File: src/rtl/simpson_operand_loader_pkg.sv
// Shared definitions for the Simpson operand loader: state encoding,
// job word count and the slot each operand occupies in the replay order.
package simpson_operand_loader_pkg;

  localparam int DEFAULT_DATA_W = 16;
  localparam int NUM_WORDS      = 6;

  localparam logic [2:0] IDX_A0   = 3'd0;
  localparam logic [2:0] IDX_A1   = 3'd1;
  localparam logic [2:0] IDX_A2   = 3'd2;
  localparam logic [2:0] IDX_A3   = 3'd3;
  localparam logic [2:0] IDX_X_LO = 3'd4;
  localparam logic [2:0] IDX_X_HI = 3'd5;

  typedef enum logic [2:0] {
    IDLE     = 3'd0,
    SETUP    = 3'd1,
    PRESS    = 3'd2,
    GAP      = 3'd3,
    WAIT_RES = 3'd4,
    DONE     = 3'd5
  } state_t;

endpackage

File: src/rtl/simpson_operand_loader_if.sv
// Host-side job interface of the operand loader: job request with its six
// operands, and the status/result returned when the job completes.
interface simpson_operand_loader_if
  import simpson_operand_loader_pkg::*;
#(
  parameter int DATA_W = DEFAULT_DATA_W
) ();

  logic              start;
  logic [DATA_W-1:0] a0;
  logic [DATA_W-1:0] a1;
  logic [DATA_W-1:0] a2;
  logic [DATA_W-1:0] a3;
  logic [DATA_W-1:0] x_lo;
  logic [DATA_W-1:0] x_hi;
  logic              busy;
  logic              done;
  logic              range_err;
  logic [DATA_W-1:0] result_out;

  modport master (
    output start, a0, a1, a2, a3, x_lo, x_hi,
    input  busy, done, range_err, result_out
  );

  modport slave (
    input  start, a0, a1, a2, a3, x_lo, x_hi,
    output busy, done, range_err, result_out
  );

endinterface

File: src/rtl/simpson_operand_loader.sv
// Replays a six-word job onto the fsm switch/button inputs with fixed
// setup/press/gap timing, then captures the fsm result after a fixed wait.
module simpson_operand_loader
  import simpson_operand_loader_pkg::*;
#(
  parameter int DATA_W      = DEFAULT_DATA_W,
  parameter int SETUP_CYC   = 1,
  parameter int PRESS_CYC   = 6,
  parameter int GAP_CYC     = 3,
  parameter int RESULT_WAIT = 20
) (
  input  logic                       clk,
  input  logic                       rst_n,
  simpson_operand_loader_if.slave    host,
  output logic [DATA_W-1:0]          sw,
  output logic                       btn,
  input  logic [DATA_W-1:0]          result_in
);

  localparam int MAX_SP  = (SETUP_CYC > PRESS_CYC) ? SETUP_CYC : PRESS_CYC;
  localparam int MAX_GW  = (GAP_CYC > RESULT_WAIT) ? GAP_CYC : RESULT_WAIT;
  localparam int CNT_MAX = (MAX_SP > MAX_GW) ? MAX_SP : MAX_GW;
  localparam int CNT_W   = $clog2(CNT_MAX + 1);

  // Phase counter reload values: each phase lasts exactly its cycle count.
  localparam logic [CNT_W-1:0] SETUP_LD = CNT_W'(SETUP_CYC - 1);
  localparam logic [CNT_W-1:0] PRESS_LD = CNT_W'(PRESS_CYC - 1);
  localparam logic [CNT_W-1:0] GAP_LD   = CNT_W'(GAP_CYC - 1);
  localparam logic [CNT_W-1:0] WAIT_LD  = CNT_W'(RESULT_WAIT - 1);

  state_t            state;
  logic [CNT_W-1:0]  cnt;
  logic [2:0]        idx;
  logic [DATA_W-1:0] words [NUM_WORDS];

  // Job sequencer: FSM, phase counter, word file and all registered outputs.
  always_ff @(posedge clk) begin
    if (!rst_n) begin
      state           <= IDLE;
      cnt             <= '0;
      idx             <= IDX_A0;
      sw              <= '0;
      btn             <= 1'b0;
      host.busy       <= 1'b0;
      host.done       <= 1'b0;
      host.range_err  <= 1'b0;
      host.result_out <= '0;
    end else begin
      case (state)
        IDLE: begin
          host.done <= 1'b0;
          if (host.start) begin
            words[IDX_A0]   <= host.a0;
            words[IDX_A1]   <= host.a1;
            words[IDX_A2]   <= host.a2;
            words[IDX_A3]   <= host.a3;
            words[IDX_X_LO] <= host.x_lo;
            words[IDX_X_HI] <= host.x_hi;
            idx             <= IDX_A0;
            sw              <= host.a0;
            cnt             <= SETUP_LD;
            host.busy       <= 1'b1;
            state           <= SETUP;
          end
        end
        SETUP: begin
          if (cnt == '0) begin
            btn   <= 1'b1;
            cnt   <= PRESS_LD;
            state <= PRESS;
          end else begin
            cnt <= cnt - 1'b1;
          end
        end
        PRESS: begin
          if (cnt == '0) begin
            btn   <= 1'b0;
            cnt   <= GAP_LD;
            state <= GAP;
          end else begin
            cnt <= cnt - 1'b1;
          end
        end
        GAP: begin
          if (cnt == '0) begin
            if (idx == IDX_X_HI) begin
              cnt   <= WAIT_LD;
              state <= WAIT_RES;
            end else begin
              // sw only ever moves here, with btn already low
              idx   <= idx + 3'd1;
              sw    <= words[idx + 3'd1];
              cnt   <= SETUP_LD;
              state <= SETUP;
            end
          end else begin
            cnt <= cnt - 1'b1;
          end
        end
        WAIT_RES: begin
          if (cnt == '0) begin
            host.done       <= 1'b1;
            host.result_out <= result_in;
            host.range_err  <= (words[IDX_X_LO] > words[IDX_X_HI]);
            state           <= DONE;
          end else begin
            cnt <= cnt - 1'b1;
          end
        end
        DONE: begin
          host.done <= 1'b0;
          host.busy <= 1'b0;
          state     <= IDLE;
        end
        default: begin
          btn       <= 1'b0;
          host.busy <= 1'b0;
          host.done <= 1'b0;
          state     <= IDLE;
        end
      endcase
    end
  end

endmodule

File: src/flat_wrapper.sv
// flat-port wrapper written by rule: the top's interface ports become plain ports
module simpson_operand_loader_flat import simpson_operand_loader_pkg::*;
#(
  parameter int DATA_W      = DEFAULT_DATA_W,
  parameter int SETUP_CYC   = 1,
  parameter int PRESS_CYC   = 6,
  parameter int GAP_CYC     = 3,
  parameter int RESULT_WAIT = 20
)
  (clk, rst_n, sw, btn, result_in, host_start, host_a0, host_a1, host_a2, host_a3, host_x_lo, host_x_hi, host_busy, host_done, host_range_err, host_result_out);
  simpson_operand_loader_if #(.DATA_W(DATA_W)) host_i ();
  input  logic clk;
  input  logic rst_n;
  output logic [DATA_W-1:0] sw;
  output logic btn;
  input  logic [DATA_W-1:0] result_in;
  input wire logic [$bits(host_i.start)-1:0] host_start;
  input wire logic [$bits(host_i.a0)-1:0] host_a0;
  input wire logic [$bits(host_i.a1)-1:0] host_a1;
  input wire logic [$bits(host_i.a2)-1:0] host_a2;
  input wire logic [$bits(host_i.a3)-1:0] host_a3;
  input wire logic [$bits(host_i.x_lo)-1:0] host_x_lo;
  input wire logic [$bits(host_i.x_hi)-1:0] host_x_hi;
  output wire logic [$bits(host_i.busy)-1:0] host_busy;
  output wire logic [$bits(host_i.done)-1:0] host_done;
  output wire logic [$bits(host_i.range_err)-1:0] host_range_err;
  output wire logic [$bits(host_i.result_out)-1:0] host_result_out;
  assign host_i.start = host_start;
  assign host_i.a0 = host_a0;
  assign host_i.a1 = host_a1;
  assign host_i.a2 = host_a2;
  assign host_i.a3 = host_a3;
  assign host_i.x_lo = host_x_lo;
  assign host_i.x_hi = host_x_hi;
  assign host_busy = host_i.busy;
  assign host_done = host_i.done;
  assign host_range_err = host_i.range_err;
  assign host_result_out = host_i.result_out;
  simpson_operand_loader #(.DATA_W(DATA_W), .SETUP_CYC(SETUP_CYC), .PRESS_CYC(PRESS_CYC), .GAP_CYC(GAP_CYC), .RESULT_WAIT(RESULT_WAIT)) u_core (.clk(clk), .rst_n(rst_n), .host(host_i), .sw(sw), .btn(btn), .result_in(result_in));
endmodule
File: config.mk
export PLATFORM = sky130hd
export DESIGN_NAME = simpson_operand_loader_flat
export DESIGN_NICKNAME = d
export VERILOG_FILES = /design/src/rtl/simpson_operand_loader_pkg.sv /design/src/rtl/simpson_operand_loader_if.sv /design/src/rtl/simpson_operand_loader.sv /design/src/flat_wrapper.sv
export SDC_FILE = /design/constraint.sdc
export NUM_CORES = 1
export LEC_CHECK = 0
export CAP_MARGIN = 20
export CORE_MARGIN = 3
export CORE_UTILIZATION = 54
export DETAILED_ROUTE_END_ITERATION = 16
export PLACE_DENSITY = 0.86
export SYNTH_ARGS = -nofsm -noshare
export SYNTH_HDL_FRONTEND = slang
export SYNTH_SLANG_ARGS = --single-unit
File: constraint.sdc
create_clock -name clk -period 10.85 [get_ports clk]
set_input_delay 2.17 -clock clk [delete_from_list [all_inputs] [get_ports clk]]
set_output_delay 2.17 -clock clk [all_outputs]
set_load 0.02 [all_outputs]
### Yosys cells after proc, flatten, opt, wreduce, memory -nomap -nowiden

Memories as Yosys holds them, arrays and structs flattened.
Cells that the tools add are included.

* add/subtract/negate cells: 2
* multipliers: 0
* div/mod/pow operators: 0
* magnitude comparators: 1
* eq/ne operators: 13
* shift operators: 0
* muxes and demuxes: 32
* bitwise operators: 3
* reductions and logical operators: 14

Operators by type and width (number)
* 16-bit 2-to-1 mux: 3
* 16-bit case mux with 2 select lines: 1
* 5-bit 2-to-1 mux: 6
* 3-bit 2-to-1 mux: 9
* 5-bit case mux with 5 select lines: 1
* 16-bit greater-than comparator: 1
* 3-bit case mux with 5 select lines: 1
* 3-bit == test (second input constant): 3
* 2-bit by 1-bit inequality test with 1-bit output (second input constant): 4
* 4-bit OR reduction: 2
* 1-bit 2-to-1 mux: 7
* 3-bit by 2-bit == test with 1-bit output (second input constant): 2
* 2-bit inequality test (second input constant): 3
* 3-bit case mux with 2 select lines: 1
* 2-bit AND reduction: 3
* 3-bit AND reduction: 2
* 5-bit zero test: 1
* 5-bit AND reduction: 1
* 5-bit nonzero test: 1
* 5-bit by 1-bit subtractor with 5-bit output (second input constant): 1
* 1-bit case mux with 2 select lines: 2
* 4-bit AND reduction: 1
* 3-bit by 1-bit adder with 3-bit output (second input constant): 1
* 3-bit by 1-bit == test with 1-bit output (second input constant): 1
* 5 further kinds: 7

* register bits: 47
* bits in latches: 0
* RAM bits: 96
* memory bits (read-only): 0
* bits of input ports: 115
* output and inout port bits: 36
* logic and storage cells: 75
* memories kept: 1

Memory list
* u_core.words: depth 6, bits a word 16, rd ports 3, clocked after memory_dff 0, wr ports 6, line simpson_operand_loader.sv:34 `logic [DATA_W-1:0] words [NUM_WORDS];`

### Logic depth before layout (Yosys ltp)

Gate-level depths: netlist of the first run.
An unclocked memory read counts as a cell.

* word-level depth: 5
* mapped depth: 8
* mapped depth without buffers: 6

### Least setup slack after synthesis of the first run

OpenSTA, ideal clock, no wires.

* kind: input to register
* start point: input host_start
* end point: memory u_core.words[0][0] in the netlist's numbering (enable)
* setup time: 553 ps
* data arrival time: 6398 ps
* data required time: 10297 ps
* setup slack: 3900 ps
* stages: 3
* path buffers: 1
* cells stage by stage: clkbuf_2 > nand2_1 > nor2_1

RTL lines
* start, declared: line flat_wrapper.sv:17 `input wire logic [$bits(host_i.start)-1:0] host_start;`
* end, declared: line simpson_operand_loader.sv:34

==> key figures, run 1 <==
Timing
  – Fin crit period: 4.73 ns
  – Pins Over Slew Limit: 0
  – RSZ-0062 raised after global routing: no
  – Worst Tran Pin Value: 1.02 ns
  – Max_slew headroom: 32.0%
  – Final Setup Violations: 0
  – Fin Clk Skew: 0.00941 ns
  – Final hold violations: 0
  – Period utilization: 43.6%
  – Setup TNS Final: 0 ns
  – Max Fclk: 0.211 GHz

Logic synthesis
  – Post-synthesis instance total: 484
  – Cell Area, Synth: 0.00624 mm2
  – Mapped Avg Cell Area: 12.9 um2
  – Asr flop ratio synth: 0%
  – Top_reg_cell synth: edfxtp_1
  – Yosys Warn Count: 0
  – Post-synth EDFFs: 96
  – Number of synthesized register bits: 143
  – Sequential share of the synthesized area: 61.3%
  – Distinct cell type count after synthesis: 56
  – Mapped Nets: 618

Route
  – WL final: 15.1 mm
  – Vias: 4,606
  – # DRC: 0
  – First-pass DRT Iterations: 7
  – Via-per-instance ratio: 5.93
  – First DRT Iteration DRCs: 362
  – Post-route antenna net violation count: 0
  – Routed len/inst: 19.4 um

Placement
  – DP Area: 0.00774 mm2
  – Detailed placement HPWL: 10.3 mm
  – Placed Cells incl. Taps: 744
  – GPL Wtd Cong: 0.833
  – IO buf count: 150

Clock network
  – CTS tree: built
  – Hold-fix buffers, CTS: 0
  – Clk slew on worst S/H paths: 0.06 ns
  – CTS resizes: 0
  – CTS Buf Count: 17
  – H-tree levels: 4
  – Num Clock Sinks: 143
  – CTS root buffer: clkbuf_16
  – Worst skew pair latency: 0.41 ns
  – Post-CTS Setup Inserts: 0
  – Max Buffers Root-to-Sink: 2

Critical path
  – Crit Path Max Fanout: 84
  – CP Launch Point: rst_n
  – R2R Path Start: u_core.state[0]$_SDFFE_PN0P_
  – Worst endpoint data arrival time: 4.77 ns
  – Crit end category: register
  – CP startpoint kind: input port
  – R2r setup slk: 7.83 ns
  – CP required: 10.88 ns
  – Critical path type: input port to register

Global route
  – GRT Overall Usage: 23.7%
  – Initial antenna violation count: 0
  – First-pass GRT wire length: 23.5 mm
  – Overflow after GRT: 0
  – Largest net degree at the start of global routing: 85
  – Number of global-route vias before repair: 4,559

Cells and area
  – Layout area overhead: 34.0%
  – # nets final: 758
  – Final cell count without fillers: 777
  – Most frequent cells in the layout: clkdlybuf4s50_1 (150), edfxtp_1 (96), a21oi_1 (47), nand2_1 (46), dfxtp_1 (46)
  – Design area: 0.00836 mm2
  – Final core utilization: 75.5%
  – Share of cells above drive strength 1: 10.0%
  – Commonest non-fill, non-tap cell in the layout: clkdlybuf4s50_1
  – Ant diodes: 0

Floorplan
  – Die Y: 113 um
  – IO Pins: 151
  – DIE AREA: 0.0129 mm2
  – Total core area: 0.0111 mm2
  – # rows: 38
  – Die W: 113 um
  – Starting Density: 56.3%

Flow run
  – Max cap viols: 0

Power
  – Worst VDD drop: 0.000215 V
  – Leakage power: 2.88 nW
  – PD cells: 219 mW/mm2
  – Power Total: 1.83 mW

Outcome
  – Status: finished, final reports clean

Min path
  – Worst hold path type: register to register
  – Hold_sp: u_core.host.result_out[3]$_SDFFE_PN0P_
[path summary, 6_finish.rpt]
check,endpoint,cells past startpoint
worst min-delay path,u_core.host.result_out[3]$_SDFFE_PN0P_,2
worst min register to register,u_core.host.result_out[3]$_SDFFE_PN0P_,2
worst max register to register,u_core.words[5][8]$_DFFE_PP_,4
worst max-delay path,u_core.words[5][8]$_DFFE_PP_,4
[critical path, cell delays in order]
cell             delay [ns]
clkdlybuf4s50_1        1.02
nand2b_1               0.27
nor2_4                 0.39
buf_4                  0.84
[flip-flops by register name, indices dropped and copies added, names as in the netlist]
name	cells
u_core.state	3
u_core.host.busy	1
u_core.host.range_err	1
u_core.words	96
u_core.cnt	5
u_core.host.result_out	16
u_core.idx	3
u_core.btn	1
u_core.sw	16
u_core.host.done	1
[cell type report]
| class | instances | area (um2) |
|---|---|---|
| Clock buffer | 21 | 460 |
| Multi-Input combinational cell | 285 | 2130 |
| Fill cell | 675 | 2720 |
| Sequential cell | 143 | 3820 |
| Timing Repair Buffer | 154 | 1550 |
| Tap cell | 140 | 175 |
| Inverter | 23 | 86.3 |
| Clock inverter | 11 | 130 |
[stage by stage]
step | hold slack, ns | setup WS, ns
after floorplan | 0.487 | 3.90
after global placement | 0.444 | 5.80
after detailed placement | 0.450 | 5.70
after CTS | 0.457 | 6.11
after global routing | 0.478 | 5.90
final | 0.459 | 6.12
[routing by layer]
metal	GRT usage (%)	part of all wire, %
met1	29.7	37
met2	39.3	52
met3	6.15	7.5
met4	9.70	2.6
met5	0	0
[power breakdown]
| group | total [mW] | internal (mW) | switching (mW) | leakage [nW] |
|---|---|---|---|---|
| combinational | 0.501 | 0.217 | 0.284 | 1.31 |
| clock | 0.578 | 0.354 | 0.224 | 0.295 |
| sequential | 0.748 | 0.685 | 0.0623 | 1.27 |
| total | 1.83 | 1.26 | 0.570 | 2.88 |
[Yosys cell counts (all sizes together) (3+ instances only)]
| master | instances | share of area, % |
|---|---|---|
| edfxtp | 96 | 46 |
| nand3b | 4 | 0.48 |
| nand3 | 8 | 0.72 |
| nor2 | 11 | 0.78 |
| nor3b | 3 | 0.36 |
| a31oi | 3 | 0.30 |
| mux4 | 16 | 5.8 |
| a221oi | 17 | 2.4 |
| buf | 20 | 2.3 |
| nand4 | 5 | 0.50 |
| or4 | 3 | 0.36 |
| inv | 23 | 1.4 |
| nand2 | 46 | 2.8 |
| a21oi | 48 | 3.9 |
| clkbuf | 13 | 0.90 |
| nor3 | 20 | 1.6 |
| ha | 19 | 3.8 |
| dfxtp | 47 | 15 |
| o21ai | 28 | 2.2 |
| mux2i | 20 | 3.2 |
[logic make-up (layout without fill, tap and decap cells)]
kind of cell	after synthesis	in the layout	synth area share (%)
compound gates	117	117	11.7
xor+xnor	1	1	0.261
fa+ha+maj	19	19	3.81
buf+inv	56	209	4.63
flops	143	143	61.3
mux	36	36	8.99
simple gates	112	112	9.31
No activity file was read; power rests on OpenSTA's default activity.
==> run 2: changes to the inputs <==
--- a/config.mk
+++ b/config.mk
@@ -7,9 +7,9 @@
 export LEC_CHECK = 0
 export CAP_MARGIN = 20
 export CORE_MARGIN = 3
-export CORE_UTILIZATION = 54
+export CORE_UTILIZATION = 50
 export DETAILED_ROUTE_END_ITERATION = 16
-export PLACE_DENSITY = 0.86
+export PLACE_DENSITY = 0.81
 export SYNTH_ARGS = -nofsm -noshare
 export SYNTH_HDL_FRONTEND = slang
 export SYNTH_SLANG_ARGS = --single-unit
==> constraint.sdc (replaced) <==
create_clock -name clk -period 4.5 [get_ports clk]
set_input_delay 0.9 -clock clk [delete_from_list [all_inputs] [get_ports clk]]
set_output_delay 0.9 -clock clk [all_outputs]
set_load 0.02 [all_outputs]
==> run 2 against run 1 <==
Effect of this change:
- worst hold slack got worse by 0.0073 ns
- first-iteration DRC count rose by 26%
- power rose to 2.5 times the previous value
- sequential share of layout area decreased by 0.71 points
- clock skew down 0.0047 ns
- setup slack worse by 4.6 ns
- sequential power is 140% higher
- core utilization shrank 5.4 points
- combinational power up 130%
- largest cell class unchanged
- largest power group unchanged
==> key figures, run 2 (synthesis results as in run 1) <==
Clock network
  – H-tree levels: 4 (unchanged)
  – Clk slew on worst S/H paths: 0.06 ns (about the same)
  – CTS root buffer: clkbuf_16
  – Worst skew pair latency: 0.42 ns (about the same)
  – CTS resizes: 0 (unchanged)
  – CTS tree: built
  – Num Clock Sinks: 143 (unchanged)
  – CTS Buf Count: 17 (unchanged)
  – Max Buffers Root-to-Sink: 2 (unchanged)
  – Hold-fix buffers, CTS: 0 (unchanged)
  – Post-CTS Setup Inserts: 0 (unchanged)

Cells and area
  – Commonest non-fill, non-tap cell in the layout: clkdlybuf4s50_1
  – # nets final: 759 (+0.13%)
  – Max FFs per register: 96 (unchanged)
  – Reg with most FFs: u_core.words
  – Biggest regs: u_core.words (96), u_core.host.result_out (16), u_core.sw (16)
  – Layout area overhead: 36.1%
  – Ant diodes: 0 (unchanged)
  – Design area: 0.00849 mm2 (+1.6%)
  – Share of cells above drive strength 1: 10.0% (-0.016 points)
  – Most frequent cells in the layout: clkdlybuf4s50_1 (150), edfxtp_1 (96), a21oi_1 (47), nand2_1 (46), dfxtp_1 (46)

Critical path
  – Crit path max-delay family: compound AO/OA/AOI/OAI gates
  – CP startpoint kind: input port
  – Crit path cell chain: clkdlybuf4s50_1 > nor4b_1 > a31o_1 > o21ai_0 > a31o_2
  – Crit Path Max Fanout: 35 (-58%)
  – Crit end category: register
  – Buffer and inverter count on the worst path: 1 (-1)
  – Worst endpoint data arrival time: 3.30 ns (-1.47 ns)
  – Max stage delay on crit path: 0.86 ns (-0.16 ns)
  – Slowest-stage cell, CP: a31o_1
  – Critical path type: input port to register
  – CP required: 4.81 ns (-6.07 ns)

Power
  – Worst VDD drop: 0.000289 V (+34%)
  – Leakage power: 2.92 nW (+1.4%)
  – PD cells: 539 mW/mm2 (+150%)

Route
  – First-pass DRT Iterations: 5 (-2)
  – Routed len/inst: 18.9 um (-3.0%)
  – First DRT Iteration DRCs: 455 (+26%)
  – Via-per-instance ratio: 5.61 (-5.4%)
  – Vias: 4,522 (-1.8%)
  – WL final: 15.2 mm (+0.62%)
  – # DRC: 0 (unchanged)
  – Post-route antenna net violation count: 0 (unchanged)

Timing
  – Max Fclk: 0.335 GHz
  – Fin crit period: 2.98 ns
  – Final Setup Violations: 0 (unchanged)
  – Setup TNS Final: 0 ns (unchanged)
  – RSZ-0062 raised after global routing: no
  – Max_slew headroom: 30.5% (-1.5 points)
  – Worst Tran Pin Value: 1.04 ns (+0.0231 ns)
  – Pins Over Slew Limit: 0 (unchanged)
  – Fin Clk Skew: 0.00475 ns (-0.00466 ns)
  – Period utilization: 66.3%
  – Final hold violations: 0 (unchanged)

Min path
  – Worst hold path type: register to register

Floorplan
  – DIE AREA: 0.0139 mm2 (+7.6%)
  – # rows: 40 (+5.3%)
  – IO Pins: 151 (unchanged)
  – Starting Density: 51.5% (-4.8 points)
  – Total core area: 0.0121 mm2 (+9.3%)
  – Die Y: 118 um (+3.7%)
  – Die W: 118 um (+3.7%)

Global route
  – Overflow after GRT: 0 (unchanged)
  – Number of global-route vias before repair: 4,728 (+3.7%)
  – Largest net degree at the start of global routing: 61 (-28%)
  – First-pass GRT wire length: 24.4 mm (+3.6%)
  – GRT Overall Usage: 22.6% (-1.1 points)
  – Initial antenna violation count: 0 (unchanged)

Placement
  – IO buf count: 150 (unchanged)
  – DP Area: 0.00781 mm2 (+0.90%)
  – Detailed placement HPWL: 10.8 mm (+4.3%)
  – GPL Wtd Cong: 0.825 (-0.89%)

Flow run
  – Max cap viols: 0 (unchanged)

Outcome
  – Status: finished, final reports clean
run 2: per-stage QoR:
stage	hold WS, ns	setup slack, ns	utilization (%)	power [mW]	cells
6_report	0.452	1.52	70.1	4.58	806
5_1_grt	0.479	1.30	70.1	4.79	806
4_1_cts	0.454	1.60	70.1	4.60	806
3_5_place_dp	0.446	1.14	64.5	2.99	774
3_3_place_gp	0.441	1.28	64.3	2.93	773
2_1_floorplan	0.487	0.457	-	2.63	484
run 2: worst paths after layout:
path / start / end / slack [ns] / cells after the start
max reg2reg: u_core.cnt[0]$_SDFFE_PN0P_ / u_core.idx[2]$_SDFFE_PN0P_ / 1.61 / 6
min reg2reg: u_core.host.result_out[6]$_SDFFE_PN0P_ / u_core.host.result_out[6]$_SDFFE_PN0P_ / 0.45 / 2
max: host_start / u_core.idx[2]$_SDFFE_PN0P_ / 1.52 / 5
min: u_core.host.result_out[6]$_SDFFE_PN0P_ / u_core.host.result_out[6]$_SDFFE_PN0P_ / 0.45 / 2
run 2: metal layers:
layer	up-vias	wire length (um)	track usage, %
met2	193	7820	37.7
met1	2181	5960	27.4
met5	-	0	0
met3	27	1040	6.63
met4	0	373	9.67
li1	2121	-	-
run 2: tightest hold or removal path, cell delays in order (launching register included):
cell	delay, ns
dfxtp_1	0.31
nand2_1	0.05
a21oi_1	0.05
run 2: layout make-up:
cell class / instances / area (um2)
clock buffers: 21 / 470
clock inverters: 11 / 209
fillers: 883 / 3620
inverters: 23 / 86.3
multi-input cells: 285 / 2130
flip-flops and latches: 143 / 3820
well taps: 168 / 210
repair buffers: 155 / 1560
run 2: where the power goes:
group / internal [mW] / switching (mW)
Combinational: 0.509 / 0.657
Sequential: 1.65 / 0.158
Clock: 1.08 / 0.526
Total: 3.24 / 1.34
==> RTL edit 1: new RTL, config.mk and constraints of run 2 <==
`GAP_CYC` is set to 3 in 2 places; all go to 6.
--- a/src/rtl/simpson_operand_loader.sv
+++ b/src/rtl/simpson_operand_loader.sv
@@ -8,3 +8,3 @@
   parameter int PRESS_CYC   = 6,
-  parameter int GAP_CYC     = 3,
+  parameter int GAP_CYC     = 6,
   parameter int RESULT_WAIT = 20
--- a/src/flat_wrapper.sv
+++ b/src/flat_wrapper.sv
@@ -6,3 +6,3 @@
   parameter int PRESS_CYC   = 6,
-  parameter int GAP_CYC     = 3,
+  parameter int GAP_CYC     = 6,
   parameter int RESULT_WAIT = 20
Function: no difference found for any inputs over 10 cycles, from zero or initial values and one cycle with rst_n low; that may be too few to reach the edited logic, so the function may still have changed.
==> RTL edit 1 against run 2 <==
- wire length is 4.1% lower
- final area down 2.1%
- count of clock-buffer cells in the layout up 2
- sequential cell count is the same
- cell count fell by 0.62%
- critical endpoint is now u_core.host.range_err
- worst setup slack improved by 0.26 ns
- synthesized area down 1.0%
- total power is 12% lower
- first-iteration DRC count is 37% lower
==> RTL edit 1: results (changes against run 2) <==
metric,value,unit,change
status,"complete, no violations",,unchanged
via/cell ratio,5.45,,was 5.61
fraction of layout cells with a size suffix above 1,8.79,%,was 10.0%
Pleak,2.81,nW,was 2.92 nW
FF-to-FF Start,u_core.cnt[0],,unchanged
clock buffer depth,2,,unchanged
Yosys cell types,48,,was 56
setup tns final,0,ns,unchanged
met1 WL,5950,um,was 5960 um
worst hold path type,flop to flop,,unchanged
CP max stage delay,0.76,ns,was 0.86 ns
CP max FO,18,,was 35
async set or reset register ratio after synthesis,0,%,unchanged
initial DRC count,286,,was 455
first-pass GRT wire length,22300,um,was 24400 um
met3 Track Usage GR,7.10,%,was 6.63%
Worst slew margin,28.1,%,was 30.5%
DRT antenna net count,0,,unchanged
"Slowest-stage cell, CP",nor4b_2,,was a31o_1
Total GRT Usage,22.0,%,was 22.6%
Synth top cells by count,"edfxtp_1 (96), nand2_1 (48), dfxtp_1 (47)",,"was edfxtp_1 (96), a21oi_1 (47), dfxtp_1 (47)"
GPL Wtd Cong,0.805,,was 0.825
met2 Use GR,36.9,%,was 37.7%
clk_lat worst skew,0.41,ns,
Hold Path Origin,u_core.host.result_out[5],,was u_core.host.result_out[6]
Final nets,758,,was 759
Final Skew,0.00669,ns,was 0.00475 ns
met3 routed WL,994,um,was 1040 um
WL per Instance,18.2,um,was 18.9 um
Syn Nets,613,,was 618
largest cells by area after synthesis,"edfxtp_1 (47%), dfxtp_1 (15%), mux4_2 (5.8%)",,"was edfxtp_1 (46%), dfxtp_1 (15%), mux4_2 (5.8%)"
"Endpoint, Worst Hold",u_core.host.result_out[5],,was u_core.host.result_out[6]
routed length on met2,7420,um,was 7820 um
initial antenna violation count,0,,unchanged
Hold Worst Slack,0.452,ns,about the same
Largest regs,"u_core.words: 96 flops, u_core.host.result_out: 16 flops, u_core.sw: 16 flops",,unchanged
CP arrival,3.01,ns,was 3.30 ns
postcts setup bufs,0,,unchanged
Worst R2R Setup Slack,1.78,ns,was 1.61 ns
global-route track usage on met1,27.0,%,was 27.4%
H-tree Lvls,4,,unchanged
peak supply drop,0.000308,V,was 0.000289 V
Reg-to-Reg End,u_core.host.range_err,,was u_core.idx[2]
largest net degree at the start of global routing,97,,was 61
number of global-route vias before repair,4476,,was 4728
dpl hpwl,10300,um,was 10800 um
sequential fraction of the synthesis area,61.9,%,was 61.3%
"delay-heaviest family, CP",simple AND/OR/NAND/NOR gates,,was compound AO/OA/AOI/OAI gates
-- RTL edit 1: how the worst max path moves through the flow --
stage / start / end / slack (ns) / depth (start not counted)
floorplan: host_start / u_core.words[0][0] / 0.14 / 2
global placement: host_start / u_core.words[3][11] / 1.57 / 4
detailed placement: host_start / u_core.words[1][8] / 1.53 / 4
CTS: u_core.cnt[0] / u_core.host.range_err / 1.81 / 6
global route: u_core.cnt[0] / u_core.host.range_err / 1.51 / 6
finish: u_core.cnt[0] / u_core.host.range_err / 1.78 / 6
-- RTL edit 1: power by group --
group	switching, mW	internal [mW]
Clock	0.491	0.750
Combinational	0.566	0.451
Sequential	0.137	1.64
-- RTL edit 1: per-stage QoR --
step / setup WS [ns] / std cells / area [um2] / utilization, %
finish: 1.78 / 801 / 8320 / 70.7
global route: 1.51 / 801 / 8320 / 70.7
CTS: 1.81 / 801 / 8320 / 70.7
detailed placement: 1.53 / 769 / 7800 / 66.3
global placement: 1.57 / 769 / 7800 / 66.3
floorplan: 0.143 / 479 / 6180 / -
-- RTL edit 1: cell type report --
cell class | instances | area [um2]
sequential | 143 | 3820
inverter | 20 | 75.1
multi-input combinational | 288 | 2150
fill | 819 | 3440
tap | 164 | 205
clock inverter | 9 | 71.3
clock buffer | 23 | 448
timing repair buffer | 154 | 1540
-- RTL edit 1: cells by family (layout without fill, tap and decap cells) --
kind of cell / Yosys count / after routing / synth area share, %
XOR/XNOR: 1 / 1 / 0.142
buffers and inverters: 48 / 206 / 3.53
AO/OA/AOI/OAI: 117 / 117 / 12.7
flip-flops: 143 / 143 / 61.9
AND/OR/NAND/NOR: 119 / 119 / 9.44
multiplexers: 32 / 32 / 8.43
adder cells (fa/ha/maj): 19 / 19 / 3.85
==> RTL edit 2: new RTL, config.mk and constraints of run 2 <==
Without the edit above. Register the input `result_in` before use, without a reset. The logic sees it one clock later. The other inputs are not delayed to match.
--- a/src/rtl/simpson_operand_loader.sv
+++ b/src/rtl/simpson_operand_loader.sv
@@ -29,2 +29,8 @@
   localparam logic [CNT_W-1:0] WAIT_LD  = CNT_W'(RESULT_WAIT - 1);
+
+  logic [DATA_W-1:0] result_q;
+
+  always_ff @(posedge clk) begin
+    result_q <= result_in;
+  end
 
@@ -102,3 +108,3 @@
             host.done       <= 1'b1;
-            host.result_out <= result_in;
+            host.result_out <= result_q;
             host.range_err  <= (words[IDX_X_LO] > words[IDX_X_HI]);
Function: same outputs for any inputs over 10 cycles, from zero or initial values and one cycle with rst_n low; that may be too few to reach the edited logic, so the function may still have changed.
==> RTL edit 2 against run 2 <==
- synthesized area grew 2.8%
- wire length grew 5.7%
- critical endpoint is now u_core.sw[7]
- clock power shrank 22%
- register-to-register slack lost 0.39 ns
- total power shrank 9.0%
- sequential cell count grew 16
- die area grew 2.7%
- worst setup slack lost 0.30 ns
- final area grew 0.84%
==> RTL edit 2: results (changes against run 2) <==
metric,value,unit,change
sequential fraction of the synthesis area,64.6,%,was 61.3%
Pwr Density,487,nW/um2,was 539 nW/um2
met3 Track Usage GR,6.74,%,was 6.63%
peak supply drop,0.000368,V,was 0.000289 V
comb_multi_in,311,,was 285
status,"complete, no violations",,unchanged
largest net degree at the start of global routing,38,,was 61
"wirelength, routed",16100,um,was 15200 um
met3 routed WL,1200,um,was 1040 um
Synth top cells by count,"edfxtp_1 (96), dfxtp_1 (63), nand2_1 (51)",,"was edfxtp_1 (96), a21oi_1 (47), dfxtp_1 (47)"
Worst slew margin,30.7,%,was 30.5%
Seq/total area,48.4,%,was 45.0%
dpl ws,1.52,ns,was 1.14 ns
GPL Wtd Cong,0.871,,was 0.825
Flop pwr share,46.0,%,was 39.5%
Non-CTS buffers,157,,was 155
Adder-Cell Fraction of Synth Area,3.71,%,was 3.81%
Final Skew,0.00856,ns,was 0.00475 ns
Fillers,874,,was 883
Synth Area in Compound Gates,12.9,%,was 11.7%
routed length on met2,8260,um,was 7820 um
clock network area share,6.02,%,was 8.00%
cell-internal power,2.91,mW,was 3.24 mW
dpl hpwl,11100,um,was 10800 um
Final nets,804,,was 759
Detailed Routing Iterations Pass 1,4,,was 5
initial DRC count,414,,was 455
Syn Nets,660,,was 618
"Slowest-stage cell, CP",xnor2_1,,was a31o_1
CP arrival,3.55,ns,was 3.30 ns
dpl cell area,8030,um2,was 7810 um2
met1 WL,6380,um,was 5960 um
-- RTL edit 2: worst register-to-register path: stages (launching register included) --
cell and delay [ns]:
dfxtp_1 0.46, ha_1 0.33, xnor2_1 0.71, nor2_1 0.38
buf_4 0.29, o2bb2ai_1 0.14, a2111oi_0 0.63, o31ai_1 0.20
-- RTL edit 2: path summary, 6_finish.rpt --
path | from | end | slack, ns | cells past startpoint
setup / recovery | u_core.idx[0] | u_core.sw[7] | 1.22 | 7
hold / removal | u_core.result_q[8] | u_core.host.result_out[8] | 0.44 | 2
setup reg to reg | u_core.idx[0] | u_core.sw[7] | 1.22 | 7
hold reg to reg | u_core.result_q[8] | u_core.host.result_out[8] | 0.44 | 2
-- RTL edit 2: metrics by stage --
stage	cells	power [mW]	hold WS [ns]
2_1_floorplan	526	2.54	0.417
3_3_place_gp	817	2.87	0.423
3_5_place_dp	817	2.92	0.428
4_1_cts	849	4.19	0.434
5_1_grt	851	4.36	0.462
6_report	851	4.17	0.437
